--- src/rtl/kbd_scan_ctrl.sv ---
// Keyboard scan-code controller: PS/2 receiver handshake, E0/F0 prefix decode,
// modifier tracking and a FWFT event queue. Define KBD_TYPEMATIC_EN to enqueue repeat makes.
module kbd_scan_ctrl #(
    parameter int DEPTH = 8
) (
    input  logic                   clk,
    input  logic                   clr,
    input  logic                   rx_ready,
    input  logic [7:0]             rx_data,
    input  logic                   rx_overflow,
    output logic                   rx_nextdata_n,
    input  logic                   evt_rd,
    output logic                   evt_valid,
    output logic [11:0]            evt_data,
    output logic                   ctrl_led,
    output logic                   shift_led,
    output logic                   caps_led,
    output logic [$clog2(DEPTH):0] evt_count,
    output logic [7:0]             drop_cnt,
    output logic                   ovf_flag
);

    // state  | meaning
    // S_IDLE | waiting for rx_ready, byte captured on exit
    // S_POP  | captured byte decoded, pop strobe registered low
    // S_WAIT | pop strobe low to receiver, then back to idle
    typedef enum logic [1:0] {S_IDLE, S_POP, S_WAIT} state_t;

    localparam int AW = $clog2(DEPTH);
    localparam logic [AW:0] FULL_CNT = (AW+1)'(DEPTH);
`ifdef KBD_TYPEMATIC_EN
    localparam logic REPEAT_EN = 1'b1;
`else
    localparam logic REPEAT_EN = 1'b0;
`endif

    state_t          state, state_nxt;
    logic            capture;
    logic [7:0]      byte_q, held_code;
    logic            ext_pend, brk_pend;
    logic [11:0]     mem [DEPTH];
    logic [AW-1:0]   wr_ptr, rd_ptr;

    logic            decode, is_code, is_ctrl_key, is_shift_key, is_caps_key;
    logic            repeat_make, code_evt, push, pop, full, wr_en;
    logic [11:0]     evt_word;

    always_ff @(posedge clk) begin
        if (clr) state <= S_IDLE;
        else     state <= state_nxt;
    end

    always_comb begin
        state_nxt = state;
        capture   = 1'b0;
        case (state)
            S_IDLE: if (rx_ready) begin
                state_nxt = S_POP;
                capture   = 1'b1;
            end
            S_POP:   state_nxt = S_WAIT;
            S_WAIT:  state_nxt = S_IDLE;
            default: state_nxt = S_IDLE;
        endcase
    end

    always_comb begin
        decode       = (state == S_POP);
        is_code      = !(byte_q == 8'hE0 || byte_q == 8'hF0 || byte_q == 8'hFA || byte_q == 8'hAA);
        is_ctrl_key  = (byte_q == 8'h14);
        is_shift_key = (byte_q == 8'h12) || (byte_q == 8'h59);
        is_caps_key  = (byte_q == 8'h58);
        repeat_make  = !brk_pend && (byte_q == held_code);
        code_evt     = decode && is_code;
        push         = code_evt && (!repeat_make || REPEAT_EN);
        // A modifier key's own make/break reports its bit clear (e.g. F0 12 -> 0x812).
        evt_word     = {brk_pend, ext_pend, ctrl_led & ~is_ctrl_key,
                        shift_led & ~is_shift_key, byte_q};
        full         = (evt_count == FULL_CNT);
        pop          = evt_rd && (evt_count != '0);
        wr_en        = push && (!full || pop);
    end

    always_ff @(posedge clk) begin
        if (clr) begin
            byte_q        <= '0;
            rx_nextdata_n <= 1'b1;
            ext_pend      <= 1'b0;
            brk_pend      <= 1'b0;
            held_code     <= '0;
            ctrl_led      <= 1'b0;
            shift_led     <= 1'b0;
            caps_led      <= 1'b0;
            ovf_flag      <= 1'b0;
            drop_cnt      <= '0;
            wr_ptr        <= '0;
            rd_ptr        <= '0;
            evt_count     <= '0;
        end else begin
            if (capture) byte_q <= rx_data;
            rx_nextdata_n <= (state != S_POP);
            if (rx_overflow) ovf_flag <= 1'b1;

            if (decode && byte_q == 8'hE0) ext_pend <= 1'b1;
            if (decode && byte_q == 8'hF0) brk_pend <= 1'b1;
            if (code_evt) begin
                ext_pend <= 1'b0;
                brk_pend <= 1'b0;
                if (!brk_pend) begin
                    if (is_ctrl_key)  ctrl_led  <= 1'b1;
                    if (is_shift_key) shift_led <= 1'b1;
                    if (!repeat_make) begin
                        held_code <= byte_q;
                        if (is_caps_key) caps_led <= ~caps_led;
                    end
                end else begin
                    if (is_ctrl_key)  ctrl_led  <= 1'b0;
                    if (is_shift_key) shift_led <= 1'b0;
                    if (byte_q == held_code) held_code <= '0;
                end
            end

            if (wr_en) wr_ptr <= wr_ptr + 1'b1;
            if (pop)   rd_ptr <= rd_ptr + 1'b1;
            if (push && full && !pop && drop_cnt != 8'hFF) drop_cnt <= drop_cnt + 1'b1;
            case ({wr_en, pop})
                2'b10:   evt_count <= evt_count + 1'b1;
                2'b01:   evt_count <= evt_count - 1'b1;
                default: evt_count <= evt_count;
            endcase
        end
    end

    always_ff @(posedge clk) begin
        if (wr_en) mem[wr_ptr] <= evt_word;
    end

    assign evt_valid = (evt_count != '0);
    assign evt_data  = evt_valid ? mem[rd_ptr] : '0;

endmodule

--- config.mk ---
export PLATFORM = sky130hd
export DESIGN_NAME = kbd_scan_ctrl
export DESIGN_NICKNAME = d
export VERILOG_FILES = /design/src/rtl/kbd_scan_ctrl.sv
export SDC_FILE = /design/constraint.sdc
export NUM_CORES = 1
export LEC_CHECK = 0
export CORE_MARGIN = 2
export CORE_UTILIZATION = 33
export CTS_BUF_LIST = sky130_fd_sc_hd__clkbuf_4
export DETAILED_ROUTE_END_ITERATION = 16
export PLACE_DENSITY = 0.61
export SETUP_SLACK_MARGIN = 0.5
export SLEW_MARGIN = 40
export SYNTH_ARGS = -nofsm -noshare
export SYNTH_HDL_FRONTEND = slang
export SYNTH_SLANG_ARGS = --single-unit
--- constraint.sdc ---
create_clock -name clk -period 3.5 [get_ports clk]
set_input_delay 0.7 -clock clk [delete_from_list [all_inputs] [get_ports clk]]
set_output_delay 0.7 -clock clk [all_outputs]
set_load 0.05 [all_outputs]
# Word-level counts from Yosys, hierarchy flattened
# Memories as Yosys holds them, arrays and structs flattened. A register that Yosys moved wholly into a read port is not among the register bits.
# Cells that the tools add are included.
# word_totals
register_bits	43
latch_bits	0
mem_bits_rw	96
rom_bits	0
inputBits	13
out_inout_bits	30
wordCells	92
memories	1
# op_classes
add_sub_neg	5
n_mul	0
n_div	0
order_cmp	0
eq_ne	18
n_shift	0
n_mux	19
bitwise_logic	7
reduce_logical	28
# mem_list
memory	depth	word_bits	read_ports	rd_ports_with_merged_regs	write_ports	line_no	source
mem	8	12	1	1	1	41	logic [11:0] mem [DEPTH];
# op_table
operator	n
$eq 8x8->1 const B	4
$mux 8	3
$eq 8x5->1 const B	2
$eq 8x7->1 const B	2
$mux 12	1
$logic_and 1x1->1	10
$mux 1	10
$add 8x1->8 const B	1
$eq 8x8->1	1
$ne 8x8->1 const B	1
$pmux 4 s2	1
$add 3x1->3 const B	2
$mux 3	2
$logic_not 1->1	5
$logic_or 1x1->1	5
$not 1->1	5
$add 4x1->4 const B	1
$eq 2x1->1 const B	2
$eq 4x4->1 const B	1
$ne 2x1->1 const B	2
$ne 2x2->1 const B	2
$pmux 2 s2	1
$reduce_and 2->1	2
$reduce_and 4->1	1
other kinds (9)	10

# Depth between registers and ports, before layout
# depth
ltp_word	10
mapped_depth	15
ltp_nobuf	13

# Worst setup path before layout
# Ideal clock, no wire load.
# synth_timing
path_kind	register to register
startpoint	register byte_q[3]
endpoint	memory mem[0][0], enable pin
setup_ns	0.412
arrival_time_ns	2.867
path_slack_ns	0.221
path_stages_with_launch	10
path_buffers	1
synth_period_minus_slack_ns	3.279
cell_sequence	dfxtp_1 > buf_4 > xor2_1 > nor4_1 > nand4_1 > inv_1 > ha_1 > a211oi_4 > nand3_1 > nor4_1
# synth_between
elab_chain_cells	10
elab_cells_between_ends	16
classes_between	5 x eq/ne; 2 x mux; 9 x reduce/logical
# synth_rtl
element	line_no	source
from (decl)	39	logic [7:0] byte_q, held_code;
from (signal assigned)	100	if (capture) byte_q <= rx_data;
$eq 8x8->1	69	is_code = !(byte_q == 8'hE0 || byte_q == 8'hF0 || byte_q == 8'hFA || byte_q == 8'hAA);
$logic_or 1x1->1 (3 in a row)	69	
$logic_not 1->1	69	
$logic_and 1x1->1	74	code_evt = decode && is_code;
$logic_and 1x1->1 (*)	75	push = code_evt && (!repeat_make || REPEAT_EN);
$logic_and 1x1->1 (*)	81	wr_en = push && (!full || pop);
$mux 1 (*)	135	if (wr_en) mem[wr_ptr] <= evt_word;
$mux 1 (not written as such) (*)	135	
to (decl)	41	
# Mark *: on every way between the ends. The rest lies on a longest branch, timed or not.

# Worst setup path after layout
# layout_timing
startpoint	register brk_pend
endpoint	register evt_count[2]
# layout_between
elab_chain_cells	7
elab_cells_between_ends	9
classes_between	2 x eq/ne; 1 x mux; 6 x reduce/logical
# layout_rtl
element	line_no	source
from (decl)	40	logic ext_pend, brk_pend;
from (signal assigned)	89	brk_pend <= 1'b0;
from (signal assigned)	105	if (decode && byte_q == 8'hF0) brk_pend <= 1'b1;
from (signal assigned)	108	brk_pend <= 1'b0;
$logic_not 1->1 (*)	-	
$logic_and 1x1->1 (*)	73	repeat_make = !brk_pend && (byte_q == held_code);
$logic_not 1->1 (*)	-	
$logic_and 1x1->1 (*)	75	
$logic_and 1x1->1 (*)	81	
$eq 2x1->1 or $eq 2x2->1 (tied branches)	126	case ({wr_en, pop})
$pmux 4 s2 or $reduce_bool 2->1 (tied branches)	-	
to (signal assigned)	127	2'b10: evt_count <= evt_count + 1'b1;
to (signal assigned)	128	2'b01: evt_count <= evt_count - 1'b1;
to (signal assigned)	129	default: evt_count <= evt_count;
to (decl)	18	output logic [$clog2(DEPTH):0] evt_count,
# Marks and branches as above.
# A chain may end at the register's enable or synchronous reset.

==> metrics.md <==
| Metric | Value |
|---|---|
| Via count | 3,526 |
| Post-Route WL | 12,200 um |
| Final min period | 2850 ps |
| Final slew viol count | 0 |
| Commonest cells after routing, fill and taps aside | 96 x edfxtp_1, 41 x dfxtp_1, 37 x nor2_1, 31 x buf_4, 28 x clkdlybuf4s50_1 |
| Die ar. | 19,100 um2 |
| Root Buffer | clkbuf_4 |
| Critical Path RT | 3920 ps |
| Leak | 2.32 nW |
| Main synth FF type | edfxtp_1 |
| Worst-path cell chain | clkinv_2 > ha_1 > a211oi_4 > nand2_2 > nand2_1 > xnor2_1 > ha_1 > o31ai_2 > mux2_1 |
| Initial antenna violation count | 0 |
| Ports | 43 |
| Syn Area/Cell | 14.4 um2 |
| Slowest Stage Delay on Critical Path | 590 ps |
| CTS tree | yes |
| GRT Total Usage | 0.130 |
| Metal-1 WL | 5480 um |
| Crit-path most repeated cell | ha_1 |
| Setup crit end kind | flop |
| Maximum VDD drop | 0.410 mV |
| Later-pin clock latency in the skew report | 540 ps |
| Residual DRC count | 0 |
| Starting Density | 0.333 |
| Met3 WL | 435 um |
| WL per Instance | 17.2 um |
| EDFF count, synth | 96 |
| Setup TNS Final | 0 ps |
| Int Pwr | 0.00264 W |
| Core footprint | 17,800 um2 |
| CTS max path bufs | 2 |
| Slew headroom | 0.661 |
| H-tree level count | 4 |
| Area leader, netlist | edfxtp_1 |
| Clock power share | 0.242 |
| CP Class | flop to flop |
| DRT iter0 DRCs | 209 |
| First-pass GRT wire length | 19,000 um |
| Most common cell after layout, fill and taps aside | edfxtp_1 |
| Antenna diodes | 0 |
| Max stage delay cell, worst path | dfxtp_1 |
| Crit Path Max Fanout | 17 |
| Number of core rows | 49 |
| Reg power frac | 0.478 |
| Area share of the largest cell type after synthesis | 0.486 |
| Die Y | 138 um |
| Fill cells | 1,660 |
| Top cells by area, synth | edfxtp_1 49%, dfxtp_1 16%, mux4_2 9.1%, mux2i_1 3.9%, nor2_1 2.3% |
| Met2 WL | 6130 um |
| I/O Buffers | 42 |
| DRT Pass-1 Iters | 5 |
| Hold WC Path Type | flop to flop |
| Layout cells sized above 1 | 0.228 |
| Largest net degree at the start of global routing | 50 |
| PD cells | 569 nW/um2 |
| Grt total ovfl | 0 |
| Die Wd | 138 um |
| Clock slew at reported path FFs | 110 ps |
| Logic pwr share | 0.280 |
| YS warnings | 0 |
| GPL Wtd Cong | 0.811 |
| Synth Register Bits | 142 |
| Total CTS buffers | 17 |
| Final hold violations | 0 |
| Vias in the first global route | 3,544 |
| Clk_skew | 19.7 ps |
| Hold_buf cts | 0 |
| DRT antenna net count | 0 |
| Post-Syn Area | 5930 um2 |
| Area growth syn-to-layout | 17.5% |
| Switching portion of total power | 0.334 |
| # nets final | 488 |
| Final setup vio count | 0 |
| Async set-or-reset flop fraction in the synthesized netlist | 0 |
| RSZ-0062 raised after global routing | yes |
| F_max | 0.351 GHz |
| Fin crit share | 0.815 |
| Setup bufs post-CTS | 0 |
| Sequential area share after synthesis | 0.641 |
| Outcome | completed |
| Switching pwr | 0.00132 W |
| Synth Net Count | 432 |
| Cell count after synthesis | 413 |
| Critical path startpoint category | flop |
| Hold Slack | 484 ps |
| Least-Margin Pin Slew | 501 ps |
| Number of library cell types mapped by synthesis | 51 |
| Clk sinks | 142 |
| Max-Cap Viols | 0 |
| Highest metal layer with signal wires | met4 |
| Number of vias per cell | 4.96 |
| DP HPWL | 7660 um |
| Critical Path AT | 3270 ps |
## synth_stat cells (8+ instances only)
cell,n
nand3_1,16
nor2b_1,10
xor2_1,8
xnor2_1,8
edfxtp_1,96
dfxtp_1,46
nor3_1,10
mux4_2,24
a21oi_1,19
clkbuf_1,10
nor2_1,37
mux2i_1,23
o21ai_0,13
## worst max-delay path: cells and delay by family, from the launching register on
family	cells	cell delay (ps)
flops	1	590
mux	1	350
simple gates	2	400
buf+inv	1	240
xor+xnor	1	70
compound gates	2	590
fa+ha+maj	2	500
## cell type report
class,instances,area (um2),area share
Sequential cell,142,3810,0.547
Timing Repair Buffer,62,571,0.0819
Inverter,8,31.3,0.00449
Clock buffer,19,143,0.0205
Multi-Input combinational cell,238,2010,0.289
Clock inverter,13,114,0.0163
Tap cell,229,287,0.0411
## through the flow
step	total power (W)	setup WS [ps]	area (um2)	std cells	util
detailed placement	0.00301	515	6640	678	0.374
finish	0.00396	647	6960	711	0.392
global route	0.00415	465	6960	711	0.392
CTS	0.00400	494	6920	710	0.389
global placement	0.00299	614	6640	678	0.374
floorplan	0.00269	506	5940	413	-
## power groups by stage
stage	clock [W]	sequential (W)	combinational, W
detailed placement	0	0.00192	0.00109
floorplan	0	0.00196	0.000736
global route	0.00107	0.00190	0.00118
finish	0.000960	0.00189	0.00111
global placement	0	0.00192	0.00108
CTS	0.00100	0.00189	0.00111
## layer usage
| metal | global-route usage | vias up |
|---|---|---|
| li1 | - | 1686 |
| met1 | 0.161 | 1753 |
| met4 | 0.0510 | 0 |
| met3 | 0.0371 | 18 |
| met2 | 0.217 | 69 |
| met5 | 0 | - |
## cell families after synthesis
kind of cell,Yosys count,synth area share
flops,142,0.641
simple gates,115,0.104
compound gates,51,0.0561
mux,50,0.136
buf+inv,33,0.0262
xor+xnor,16,0.0236
fa+ha+maj,6,0.0127
## flip-flops by register name, summed over array words and instances, names as in the netlist, 2 cells and up, named ones only
register and flops:
drop_cnt 8, wr_ptr 3, evt_count 4, state 2, rd_ptr 3, byte_q 8, held_code 8, mem 96
## worst paths after layout
| check | from | cells past startpoint | slack (ps) | end |
|---|---|---|---|---|
| setup / recovery | brk_pend | 9 | 650 | evt_count[2] |
| hold / removal | ovf_flag | 2 | 480 | ovf_flag |
| setup reg to reg | brk_pend | 9 | 650 | evt_count[2] |
| hold reg to reg | ovf_flag | 2 | 480 | ovf_flag |
## repair_timing
item                                   CTS  global route
setup endpoints to repair               14            14
resized for setup                        6             6
cloned                                   0             1
endpoints found under the hold margin    0             0
Power figures use the tool's default switching activity.
